**config.mk**
```make
export PLATFORM = sky130hd
export DESIGN_NAME = mc_controller
export DESIGN_NICKNAME = d
export VERILOG_FILES = /design/src/rtl/mc_pkg.sv /design/src/rtl/mc_alu_decoder.sv /design/src/rtl/mc_controller.sv
export SDC_FILE = /design/constraint.sdc
export NUM_CORES = 1
export LEC_CHECK = 0
export CORE_MARGIN = 2
export CORE_UTILIZATION = 33
export CTS_CLUSTER_DIAMETER = 30
export CTS_CLUSTER_SIZE = 25
export DETAILED_ROUTE_END_ITERATION = 7
export GPL_TIMING_DRIVEN = 1
export HOLD_SLACK_MARGIN = 0.02
export PLACE_DENSITY = 0.82
export SLEW_MARGIN = 20
export SYNTH_ARGS = -nofsm -noshare
export SYNTH_HDL_FRONTEND = slang
export SYNTH_SLANG_ARGS = --single-unit
export TNS_END_PERCENT = 50
```
**constraint.sdc**
```tcl
create_clock -name clk -period 2.3 [get_ports clk]
set_input_delay 0.575 -clock clk [delete_from_list [all_inputs] [get_ports clk]]
set_output_delay 0.575 -clock clk [all_outputs]
set_load 0.02 [all_outputs]
```
**src/rtl/mc_pkg.sv**
```systemverilog
// Shared definitions for the multi-cycle RISC-V controller.
// Holds the FSM state encoding, ALUOp and ALUControl codes, the
// supported opcodes, the datapath mux-select codes and the
// immediate-format decode helper.
package mc_pkg;

  typedef enum logic [3:0] {
    S_FETCH    = 4'd0,
    S_DECODE   = 4'd1,
    S_MEMADR   = 4'd2,
    S_MEMREAD  = 4'd3,
    S_MEMWB    = 4'd4,
    S_MEMWRITE = 4'd5,
    S_EXECUTER = 4'd6,
    S_EXECUTEI = 4'd7,
    S_ALUWB    = 4'd8,
    S_BEQ      = 4'd9,
    S_JAL      = 4'd10,
    S_TRAP     = 4'd11
  } state_t;

  typedef enum logic [1:0] {
    ALUOP_ADD   = 2'b00,
    ALUOP_SUB   = 2'b01,
    ALUOP_FUNCT = 2'b10
  } alu_op_t;

  localparam logic [2:0] ALUC_ADD = 3'b000;
  localparam logic [2:0] ALUC_SUB = 3'b001;
  localparam logic [2:0] ALUC_AND = 3'b010;
  localparam logic [2:0] ALUC_OR  = 3'b011;
  localparam logic [2:0] ALUC_SLT = 3'b101;

  localparam logic [6:0] OP_LW    = 7'b0000011;
  localparam logic [6:0] OP_SW    = 7'b0100011;
  localparam logic [6:0] OP_RTYPE = 7'b0110011;
  localparam logic [6:0] OP_ITYPE = 7'b0010011;
  localparam logic [6:0] OP_BEQ   = 7'b1100011;
  localparam logic [6:0] OP_JAL   = 7'b1101111;

  localparam logic [1:0] SRCA_PC    = 2'b00;
  localparam logic [1:0] SRCA_OLDPC = 2'b01;
  localparam logic [1:0] SRCA_RD1   = 2'b10;

  localparam logic [1:0] SRCB_RD2  = 2'b00;
  localparam logic [1:0] SRCB_IMM  = 2'b01;
  localparam logic [1:0] SRCB_FOUR = 2'b10;

  localparam logic [1:0] RES_ALUOUT    = 2'b00;
  localparam logic [1:0] RES_DATA      = 2'b01;
  localparam logic [1:0] RES_ALURESULT = 2'b10;

  localparam logic [1:0] IMM_I = 2'b00;
  localparam logic [1:0] IMM_S = 2'b01;
  localparam logic [1:0] IMM_B = 2'b10;
  localparam logic [1:0] IMM_J = 2'b11;

  // Immediate format depends only on the opcode, never on the state.
  function automatic logic [1:0] imm_src_of(input logic [6:0] opcode);
    case (opcode)
      OP_SW:   return IMM_S;
      OP_BEQ:  return IMM_B;
      OP_JAL:  return IMM_J;
      default: return IMM_I;
    endcase
  endfunction

endpackage

```
**src/rtl/mc_alu_decoder.sv**
```systemverilog
// ALU control decode for the multi-cycle controller.
// Ports:
//   alu_op      - ALUOp from the FSM (add / sub / funct)
//   func3       - instruction funct3 field
//   op5         - opcode bit 5 (distinguishes R-type from I-type)
//   func7_5     - funct7 bit 5 (sub vs add for R-type)
//   alu_control - 3-bit ALU operation select
module mc_alu_decoder
  import mc_pkg::*;
(
  input  logic [1:0] alu_op,
  input  logic [2:0] func3,
  input  logic       op5,
  input  logic       func7_5,
  output logic [2:0] alu_control
);

  always_comb begin
    alu_control = ALUC_ADD;
    case (alu_op)
      ALUOP_SUB: alu_control = ALUC_SUB;
      ALUOP_FUNCT: begin
        case (func3)
          // addi never subtracts, so funct7 only matters for R-type.
          3'b000:  alu_control = (op5 && func7_5) ? ALUC_SUB : ALUC_ADD;
          3'b010:  alu_control = ALUC_SLT;
          3'b110:  alu_control = ALUC_OR;
          3'b111:  alu_control = ALUC_AND;
          default: alu_control = ALUC_ADD;
        endcase
      end
      default: alu_control = ALUC_ADD;
    endcase
  end

endmodule

```
**src/rtl/mc_controller.sv**
```systemverilog
// Multi-cycle RISC-V (lw/sw/R/I/beq/jal) control unit.
// Ports:
//   clk, rst           - rising-edge clock, synchronous active-low reset
//   op, func3, func7   - instruction register fields
//   zero               - ALU zero flag (branch decision)
//   mem_ready          - unified memory finished the current access
//   PCWrite, IRWrite, RegWrite, MemWrite - write enables
//   AdrSrc, ALUSrcA, ALUSrcB, ResultSrc, ImmSrc, ALUControl - datapath selects
//   state              - current state (debug)
//   illegal            - unsupported opcode trapped
module mc_controller
  import mc_pkg::*;
(
  input  logic       clk,
  input  logic       rst,
  input  logic [6:0] op,
  input  logic [2:0] func3,
  input  logic [6:0] func7,
  input  logic       zero,
  input  logic       mem_ready,
  output logic       PCWrite,
  output logic       IRWrite,
  output logic       RegWrite,
  output logic       MemWrite,
  output logic       AdrSrc,
  output logic [1:0] ALUSrcA,
  output logic [1:0] ALUSrcB,
  output logic [1:0] ResultSrc,
  output logic [1:0] ImmSrc,
  output logic [2:0] ALUControl,
  output logic [3:0] state,
  output logic       illegal
);

  state_t  cur_state;
  state_t  view_state;
  alu_op_t alu_op;
  logic    unused_func7;

  // Only funct7[5] takes part in decode.
  assign unused_func7 = ^{func7[6], func7[4:0]};

  always_ff @(posedge clk) begin
    if (!rst) begin
      cur_state <= S_FETCH;
    end else begin
      case (cur_state)
        S_FETCH:    if (mem_ready) cur_state <= S_DECODE;
        S_DECODE: begin
          case (op)
            OP_LW, OP_SW: cur_state <= S_MEMADR;
            OP_RTYPE:     cur_state <= S_EXECUTER;
            OP_ITYPE:     cur_state <= S_EXECUTEI;
            OP_BEQ:       cur_state <= S_BEQ;
            OP_JAL:       cur_state <= S_JAL;
            default:      cur_state <= S_TRAP;
          endcase
        end
        S_MEMADR:   cur_state <= (op == OP_LW) ? S_MEMREAD : S_MEMWRITE;
        S_MEMREAD:  if (mem_ready) cur_state <= S_MEMWB;
        S_MEMWB:    cur_state <= S_FETCH;
        S_MEMWRITE: if (mem_ready) cur_state <= S_FETCH;
        S_EXECUTER: cur_state <= S_ALUWB;
        S_EXECUTEI: cur_state <= S_ALUWB;
        S_ALUWB:    cur_state <= S_FETCH;
        S_BEQ:      cur_state <= S_FETCH;
        S_JAL:      cur_state <= S_ALUWB;
        S_TRAP:     cur_state <= S_TRAP;
        default:    cur_state <= S_FETCH;
      endcase
    end
  end

  // While reset is held the outputs already present FETCH, so nothing
  // downstream sees a stale state (e.g. an interrupted MEMREAD).
  assign view_state = rst ? cur_state : S_FETCH;
  assign state      = view_state;
  assign ImmSrc     = imm_src_of(op);

  always_comb begin
    PCWrite   = 1'b0;
    IRWrite   = 1'b0;
    RegWrite  = 1'b0;
    MemWrite  = 1'b0;
    AdrSrc    = 1'b0;
    ALUSrcA   = SRCA_PC;
    ALUSrcB   = SRCB_RD2;
    ResultSrc = RES_ALUOUT;
    alu_op    = ALUOP_ADD;
    illegal   = 1'b0;
    case (view_state)
      S_FETCH: begin
        ALUSrcB   = SRCB_FOUR;
        ResultSrc = RES_ALURESULT;
        IRWrite   = mem_ready;
        PCWrite   = mem_ready;
      end
      S_DECODE: begin
        ALUSrcA = SRCA_OLDPC;
        ALUSrcB = SRCB_IMM;
      end
      S_MEMADR: begin
        ALUSrcA = SRCA_RD1;
        ALUSrcB = SRCB_IMM;
      end
      S_MEMREAD:  AdrSrc = 1'b1;
      S_MEMWB: begin
        ResultSrc = RES_DATA;
        RegWrite  = 1'b1;
      end
      S_MEMWRITE: begin
        AdrSrc   = 1'b1;
        MemWrite = 1'b1;
      end
      S_EXECUTER: begin
        ALUSrcA = SRCA_RD1;
        alu_op  = ALUOP_FUNCT;
      end
      S_EXECUTEI: begin
        ALUSrcA = SRCA_RD1;
        ALUSrcB = SRCB_IMM;
        alu_op  = ALUOP_FUNCT;
      end
      S_ALUWB:    RegWrite = 1'b1;
      S_BEQ: begin
        ALUSrcA = SRCA_RD1;
        alu_op  = ALUOP_SUB;
        PCWrite = zero;
      end
      S_JAL: begin
        ALUSrcA = SRCA_OLDPC;
        ALUSrcB = SRCB_FOUR;
        PCWrite = 1'b1;
      end
      S_TRAP:     illegal = 1'b1;
      default: ;
    endcase
    if (!rst) begin
      PCWrite = 1'b0;
      IRWrite = 1'b0;
    end
  end

  mc_alu_decoder u_alu_dec (
    .alu_op      (alu_op),
    .func3       (func3),
    .op5         (op[5]),
    .func7_5     (func7[5]),
    .alu_control (ALUControl)
  );

endmodule

```
# Yosys cells after proc, flatten, opt, wreduce, memory -nomap -nowiden
# Cells that the tools add are included.
[totals]
output_inout_bits = 21
ff_bits = 4
in_bits = 21
elab_cells = 71
[op_classes]
reduce_logical = 14
mux = 23
n_eq_ne = 33
[op_table]
columns = ["cell", "count"]
rows = [
  ["$eq 4x3->1 const B", 7],
  ["$pmux 4 s7", 1],
  ["$eq 4x4->1 const B", 6],
  ["$pmux 4 s5", 1],
  ["$eq 4x2->1 const B", 4],
  ["$mux 4", 4],
  ["$pmux 2 s2", 4],
  ["$eq 7x6->1 const B", 2],
  ["$eq 7x7->1 const B", 2],
  ["$pmux 3 s4", 1],
  ["$reduce_or 2->1", 6],
  ["$eq 4x1->1 const B", 2],
  ["$logic_not 4->1", 2],
  ["$mux 1", 8],
  ["$eq 7x2->1 const B", 1],
  ["$eq 7x5->1 const B", 1],
  ["$eq 3x3->1 const B", 2],
  ["$ne 2x2->1 const B", 3],
  ["$pmux 2 s3", 1],
  ["$pmux 3 s2", 1],
  ["$reduce_or 3->1", 2],
  ["$reduce_or 4->1", 1],
  ["$eq 3x2->1 const B", 1],
  ["$logic_not 3->1", 1],
  ["other kinds (6)", 6],
]

# Logic depth before layout (Yosys ltp)
# Gate-level depths: netlist (run 1).
[depth]
ltp_word = 6
ltp_mapped = 9
ltp_nobuf = 8

# Cells and area by module
# Synthesis (run 1) repeated with hierarchy kept, for this count alone.
[hier_totals]
hier_cells = 105
area_unflattened_um2 = 723.2
[modules_own_cells]
columns = ["module", "instances", "area_per_inst_um2", "cells_each"]
rows = [
  ["mc_controller", 1, 626.9, 94],
  ["mc_alu_decoder", 1, 96.3, 11],
]

# Worst setup path before layout (run 1)
# Ideal clock, no wire load.
[synth_timing]
path_kind = "input port to output port"
startpoint = "in rst"
endpoint = "out ALUControl[2]"
arrival_ns = 2.500
path_buffers = 1
stages = 7
required_ns = 1.725
slack_ns = -0.775
path_cell_list = "buf_2 clkinv_1 nor2_1 nand3_1 inv_1 ha_1 nor4_1"
[synth_between]
elab_chain_len = 6
[synth_rtl]
columns = ["element", "line_no", "rtl"]
rows = [
  ["from (decl)", "mc_controller.sv:15", "input logic rst,"],
  ["$mux 4 (*)", "mc_controller.sv:76", "assign view_state = rst ? cur_state : S_FETCH;"],
  ["named net state[3]", "mc_controller.sv:31", "output logic [3:0] state,"],
  ["$eq 4x3->1", "mc_controller.sv:91", "case (view_state)"],
  ["$reduce_or 2->1 (no line)", "-", ""],
  ["$pmux 2 s2 (*)", "mc_controller.sv:91", ""],
  ["$eq 2x2->1 / $eq 2x1->1 (equally long branches)", "mc_alu_decoder.sv:20", "case (alu_op)"],
  ["$pmux 3 s2 (*)", "mc_alu_decoder.sv:20", ""],
  ["to (decl)", "mc_controller.sv:30", "output logic [2:0] ALUControl,"],
]
# Mark *: on every way through the listed nets, which the timed path passes. The rest lies on a longest branch.

# Worst setup path in the final report (run 1)
[layout_timing]
startpoint = "in rst"
endpoint = "out ALUControl[2]"
[layout_between]
elab_chain_len = 6
[layout_rtl]
columns = ["element", "line_no"]
rows = [
  ["$mux 4 (*)", "mc_controller.sv:76"],
  ["$eq 4x3->1", "mc_controller.sv:91"],
  ["$reduce_or 2->1 (no line)", "-"],
  ["$pmux 2 s2 (*)", "mc_controller.sv:91"],
  ["$eq 2x2->1 / $eq 2x1->1 (equally long branches)", "mc_alu_decoder.sv:20"],
  ["$pmux 3 s2 (*)", "mc_alu_decoder.sv:20"],
]
# Every way passes the cells marked *; elsewhere a longest branch is shown, timed or not.

==> qor.yml, run 1 <==
die:
  rows: 16
  coreArea_um2: 1980
  floorplan.initialDensity: 0.354
  dieWidth_um: 50.1
  fp.dieH_um: 50.1
  die_area_um2: 2510
  boundaryPins: 42
power:
  p_leak_nw: 0.609
  vdd_drop_max_mv: 0.255
  powerDensity_nw_per_um2: 451
cells_and_area:
  num_antenna_cells: 0
  n_fill_cell: 171
  regArea_um2: 81.3
  areaGrowthSynthToFinish_pct: 89.5
  finalNonFillerCells: 200
  drive_gt1_frac: 0.301
  largest_reg_flops: 4
  largestRegisters: "cur_state (4)"
  multiInputGateArea_um2: 641
  nets: 198
  top_register: "cur_state"
global_route:
  grtUsageTotal: 0.203
  gr-usage-met3: 0.0121
  grt.busiest_layer: "met2"
  grt_pass1_vias: 988
  met2_usage: 0.384
  grt_overflow: 0
  antenna_found_initial: 0
  grt_max_degree: 16
  grt_pass1_wl_um: 3980
  use_met1: 0.228
synth:
  synthAdderAreaFrac: 0.0357
  yosys.area_share.simple: 0.488
  synth_top_family_by_area: "simple AND/OR/NAND/NOR gates"
  synth.most_common_cell: "nor2_1"
  synth_edf_count: 0
  synthDistinctLibCells: 36
  ys_async_sr_fraction: 0
  synth-xor-area-share: 0.0250
  syn_nets: 139
  synth_ff_type: "dfxtp_1"
  yosysTopAreaCell: "dfxtp_1"
  synth_cells: 116
  synth_mux_area_frac: 0
  netlist_area_um2: 701
  postSynthAreaPerCell_um2: 6.04
  synth_compound_area_frac: 0.248
  yosysTopAreaCellShare: 0.114
  yosysSeqAreaShare: 0.114
  yosys-top-cells-area: "dfxtp_1, nor2_1, nand2_1, a21oi_1, nor2b_1"
  ys_top_cells_by_count: "nor2_1, nand2_1, a21oi_1"
  yosysWarnings: 0
  synth-seq-cells: 4
worst_hold_path:
  hp-class: "primary input to register"
  hold_start: "rst"
  hold_end: "cur_state[0]$_SDFFE_PN0P_"
  hold_path_depth: 3
setup_path:
  worst_ep_arrival_time_ns: 1.73
  regToRegSetupSlack_ns: 0.76
  cp_slowest_stage_delay_ns: 0.23
  path_max_fanout: 4
  r2r_start: "cur_state[0]$_SDFFE_PN0P_"
  crit_required_ns: 1.73
  crit_path_end_kind: "primary output"
  cp_top_family: "buffers and inverters"
  rr_worst_depth: 5
  worst_setup_path_start_kind: "primary input"
  path_class: "primary input to primary output"
  cp_cell_sequence: "buf_4 -> clkinv_4 -> nor2_4 -> nand3_2 -> inv_1 -> ha_4 -> nor4_4 -> buf_4"
  crit_top_cell: "buf_4"
  reg2reg_to: "cur_state[1]$_SDFFE_PN0P_"
  slowest_stage: "ha_4"
  critPathBufInv: 4
sta:
  rsz0062_at_grt: "yes"
  fin_skew_ns: 0.00603
  fin_ws_ns: -0.00197
  worst_pin_slew_ns: 0.386
  setup_viol: 1
  hold_violations: 0
  timing.hold.ws_ns: 0.739
  slew_viol_final: 0
  relSlewSlack: 0.743
  finalCritPeriodShare: 1.00
  fin_crit_ns: 2.30
  fmax_mhz: 434
clocking:
  cts_tree: "yes"
  post_cts_buffers: 0
  ctsHoldBuffers: 0
  cts.reportedPaths.clkPinSlew_ns: 0.04
  cts.sinks: 4
  cts-root-buf: "clkbuf_4"
  clock_path_buffers: 2
  clkLatencyLatePin_ns: 0.24
  cts_max_level: 1
  cts_made_buffers: 3
placement:
  dp_cells: 197
  globalplace.congestion: 0.814
  port_buffers: 35
  hpwl_um: 1950
detailed_routing:
  firstDrtPassIters: 4
  drtIter0Drc: 23
  routed_wl_um: 2630
  ant_nets: 0
  wl_per_cell_um: 13.1
  drcViolationCount: 0
  num_vias: 1094
  vias_per_cell: 5.47
run_status:
  violations: "setup timing"
  outcome: "complete, but fails checks"
run:
  cap_viol_max_count: 0
==> worst register-to-register path: cells and delay by family, from the launching register on <==
kind | cells | cell delay (ns)
and+or+nand+nor | 2 | 0.73
AOI/OAI and AO/OA | 2 | 0.19
buffers and inverters | 1 | 0.18
DFF | 1 | 0.34
==> area by class of cell <==
type,count,share of cell area
well taps,27,0.0254
inverters,6,0.0207
multi-input cells,99,0.483
clock buffers,3,0.0170
repair buffers,61,0.393
flip-flops and latches,4,0.0613
==> placed cells by master, fill, tap and decap left out, drive strengths merged, types with 2 or more instances in the layout <==
master,netlist,routed
a21oi,10,10
nor2,16,16
nor4,4,4
buf,7,32
dlygate4sd2,0,11
clkdlybuf4s50,0,12
ha,2,2
nand3,6,6
nor3,7,7
and3,2,2
xnor2,2,2
nor2b,7,7
clkbuf,0,4
dfxtp,4,4
nand2,15,15
o21ai,8,8
nand2b,3,3
inv,5,5
dlymetal6s2s,0,5
==> where the power goes <==
part	internal (mW)	leakage (nW)	switching, mW
clock network	0.0583	0.0138	0.0290
logic	0.194	0.562	0.225
registers	0.0811	0.0331	0.0114
==> metrics by stage <==
step	utilization	setup TNS, ns	setup slack [ns]	power [mW]	instance area [um2]
2_1_floorplan	-	0	0.0000481	0.333	739
3_3_place_gp	0.642	-10.04	-0.935	0.504	1270
3_5_place_dp	0.642	-10.38	-0.975	0.515	1270
4_1_cts	0.642	0	0.00234	0.594	1270
5_1_grt	0.670	-0.130	-0.0801	0.648	1330
6_report	0.670	-0.00197	-0.00197	0.599	1330
==> cell families (layout without fill, tap and decap cells) <==
family          Yosys count  in the layout
simple gates             68             68
buf+inv                  13             70
fa+ha+maj                 2              2
compound gates           27             27
xor+xnor                  2              2
flops                     4              4
==> routing by layer <==
layer / routed length (um) / up-vias
met1: 1080 / 513
met3: 112 / 6
met2: 1390 / 41
met5: 0 / -
li1: - / 534
met4: 40 / 0
==> how the worst max path moves through the flow <==
stage	from	end	slack, ns	cells past startpoint
after global placement	rst	ALUControl[2]	-0.94	7
final	rst	ALUControl[2]	-0.002	8
after detailed placement	rst	ALUControl[2]	-0.98	7
after global routing	rst	ALUControl[0]	-0.08	10
after floorplan	rst	ALUControl[2]	0.00005	7
after CTS	op[3]	ImmSrc[0]	0.002	4
==> what timing repair did <==
item | 4_1_cts | 5_1_grt
gates cloned | 0 | 0
endpoints found under the setup margin | 21 | 8
pin swaps | 2 | 2
gates resized for setup | 45 | 17
Power figures use the tool's default switching activity.
==> run 2: changes to the inputs <==
--- a/config.mk
+++ b/config.mk
@@ -10,6 +10,7 @@
 export CTS_CLUSTER_DIAMETER = 30
 export CTS_CLUSTER_SIZE = 25
 export DETAILED_ROUTE_END_ITERATION = 7
+export GPL_ROUTABILITY_DRIVEN = 0
 export GPL_TIMING_DRIVEN = 1
 export HOLD_SLACK_MARGIN = 0.02
 export PLACE_DENSITY = 0.82
==> constraint.sdc (replaced) <==
create_clock -name clk -period 2.3 [get_ports clk]
set_input_delay 0.575 -clock clk [delete_from_list [all_inputs] [get_ports clk]]
set_output_delay 0.575 -clock clk [all_outputs]
set_load 0.1 [all_outputs]
==> qor.yml, run 2 (synthesis gave the netlist of run 1 again) <==
sta:
  worst_pin_slew_ns: 0.402
  fmax_mhz: 418
  hold_violations: 0
  relSlewSlack: 0.729
  slew_viol_final: 0
  rsz0062_at_grt: "yes"
  finalCritPeriodShare: 1.04
  fin_skew_ns: 0.0157
  setup_viol: 3
  setup-tns-final_ns: -0.234
  fin_ws_ns: -0.0942
  fin_crit_ns: 2.39
detailed_routing:
  vias_per_cell: 6.56
  num_vias: 1371
  ant_nets: 0
  firstDrtPassIters: 5
  drcViolationCount: 0
  routed_wl_um: 5120
  drtIter0Drc: 107
  wl_per_cell_um: 24.5
global_route:
  grtUsageTotal: 0.374
  grt_pass1_wl_um: 6950
  grt_pass1_vias: 1343
  antenna_found_initial: 0
  grt_overflow: 0
  grt_max_degree: 21
setup_path:
  cp_cell_sequence: "buf_12 -> nand3_4 -> nor2_4 -> buf_6 -> inv_4 -> ha_4 -> buf_4 -> nor2_2 -> buf_12"
  regToRegSetupSlack_ns: 0.61
  crit_start: "rst"
  crit_path_end_kind: "primary output"
  cp_slowest_stage_delay_ns: 0.24
  crit_required_ns: 1.73
  path_class: "primary input to primary output"
  worst_setup_path_start_kind: "primary input"
  slowest_stage: "ha_4"
  r2r_start: "cur_state[0]$_SDFFE_PN0P_"
  worst_ep_arrival_time_ns: 1.82
  crit_top_cell: "buf_12"
  path_max_fanout: 4
clocking:
  cts_tree: "yes"
  cts.sinks: 4
  cts.reportedPaths.clkPinSlew_ns: 0.05
  clock_path_buffers: 2
  cts-root-buf: "clkbuf_4"
  clkLatencyLatePin_ns: 0.25
  cts_made_buffers: 3
  cts_max_level: 1
power:
  combPwrFrac: 0.803
  switching_share: 0.565
  p_sw_mw: 0.576
  pwr-share-seq: 0.103
  clkPwrFrac: 0.095
  powerDensity_nw_per_um2: 549
  vdd_drop_max_mv: 0.615
  p_leak_nw: 0.764
  p_int_mw: 0.444
die:
  coreArea_um2: 1980
  fp.dieH_um: 50.1
  rows: 16
  die_area_um2: 2510
  floorplan.initialDensity: 0.354
  boundaryPins: 42
  dieWidth_um: 50.1
cells_and_area:
  largestRegisters: "cur_state (4)"
  layout_commonest_cell: "buf_4"
  largest_reg_flops: 4
  final_cell_mix: "buf_4, buf_12, nand2_1"
  areaGrowthSynthToFinish_pct: 165
  nets: 207
  drive_gt1_frac: 0.582
  top_register: "cur_state"
  fin_util: 0.938
  num_antenna_cells: 0
worst_hold_path:
  hold_start: "cur_state[1]$_SDFFE_PN0P_"
  hp-class: "register to register"
placement:
  hpwl_um: 2750
  port_buffers: 35
run_status:
  outcome: "complete, but fails checks"
  violations: "setup timing"
run:
  cap_viol_max_count: 0
==> run 2: cell type report <==
type | count | area (um2)
inverter | 6 | 40.0
clock buffer | 3 | 22.5
fill | 62 | 124
multi-input combinational | 99 | 801
sequential | 4 | 85.1
timing repair buffer | 70 | 876
tap | 27 | 33.8
==> run 2: per-layer routing <==
layer  share of wire  track usage  vias to the layer above  routed length (um)
met2            0.45        0.656                      156                2300
li1                -            -                      548                   -
met5               0            0                        -                   0
met1            0.34        0.422                      612                1730
met4           0.099        0.167                        0                 507
met3            0.11       0.0879                       55                 577
==> run 2: repair_timing <==
item,CTS,global route
setup buffers,2,3
pin swaps,8,11
gates resized for setup,22,30
hold buffers,0,0
hold endpoints to repair,0,0
endpoints found under the setup margin,17,8
==> run 2: power groups by stage <==
stage | sequential [mW] | combinational, mW | clock [mW]
2_1_floorplan | 0.0907 | 0.451 | 0
3_3_place_gp | 0.0960 | 0.706 | 0
6_report | 0.105 | 0.819 | 0.0964
5_1_grt | 0.106 | 0.838 | 0.101
3_5_place_dp | 0.0976 | 0.734 | 0
4_1_cts | 0.101 | 0.749 | 0.0902
==> run 2: path summary, 6_finish.rpt <==
check / end / depth (start not counted)
hold / removal: cur_state[2]$_SDFFE_PN0P_ / 3
setup reg to reg: cur_state[1]$_SDFFE_PN0P_ / 5
hold reg to reg: cur_state[2]$_SDFFE_PN0P_ / 3
setup / recovery: ALUControl[0] / 9
==> run 2: worst max-delay path: cells and delay by family <==
family / cells / cell delay [ns]
buf+inv: 5 / 0.59
simple gates: 3 / 0.41
fa+ha+maj: 1 / 0.24
==> run 2: stage by stage <==
stage	instances	instance area (um2)	hold WS [ns]	setup slack (ns)	power [mW]
after floorplan	116	865	0.628	-1.04	0.542
after global placement	202	1650	0.735	-0.534	0.802
after detailed placement	202	1650	0.754	-0.647	0.832
after CTS	207	1760	0.766	-0.107	0.940
after global routing	209	1860	0.772	-0.130	1.04
final	209	1860	0.777	-0.0942	1.02
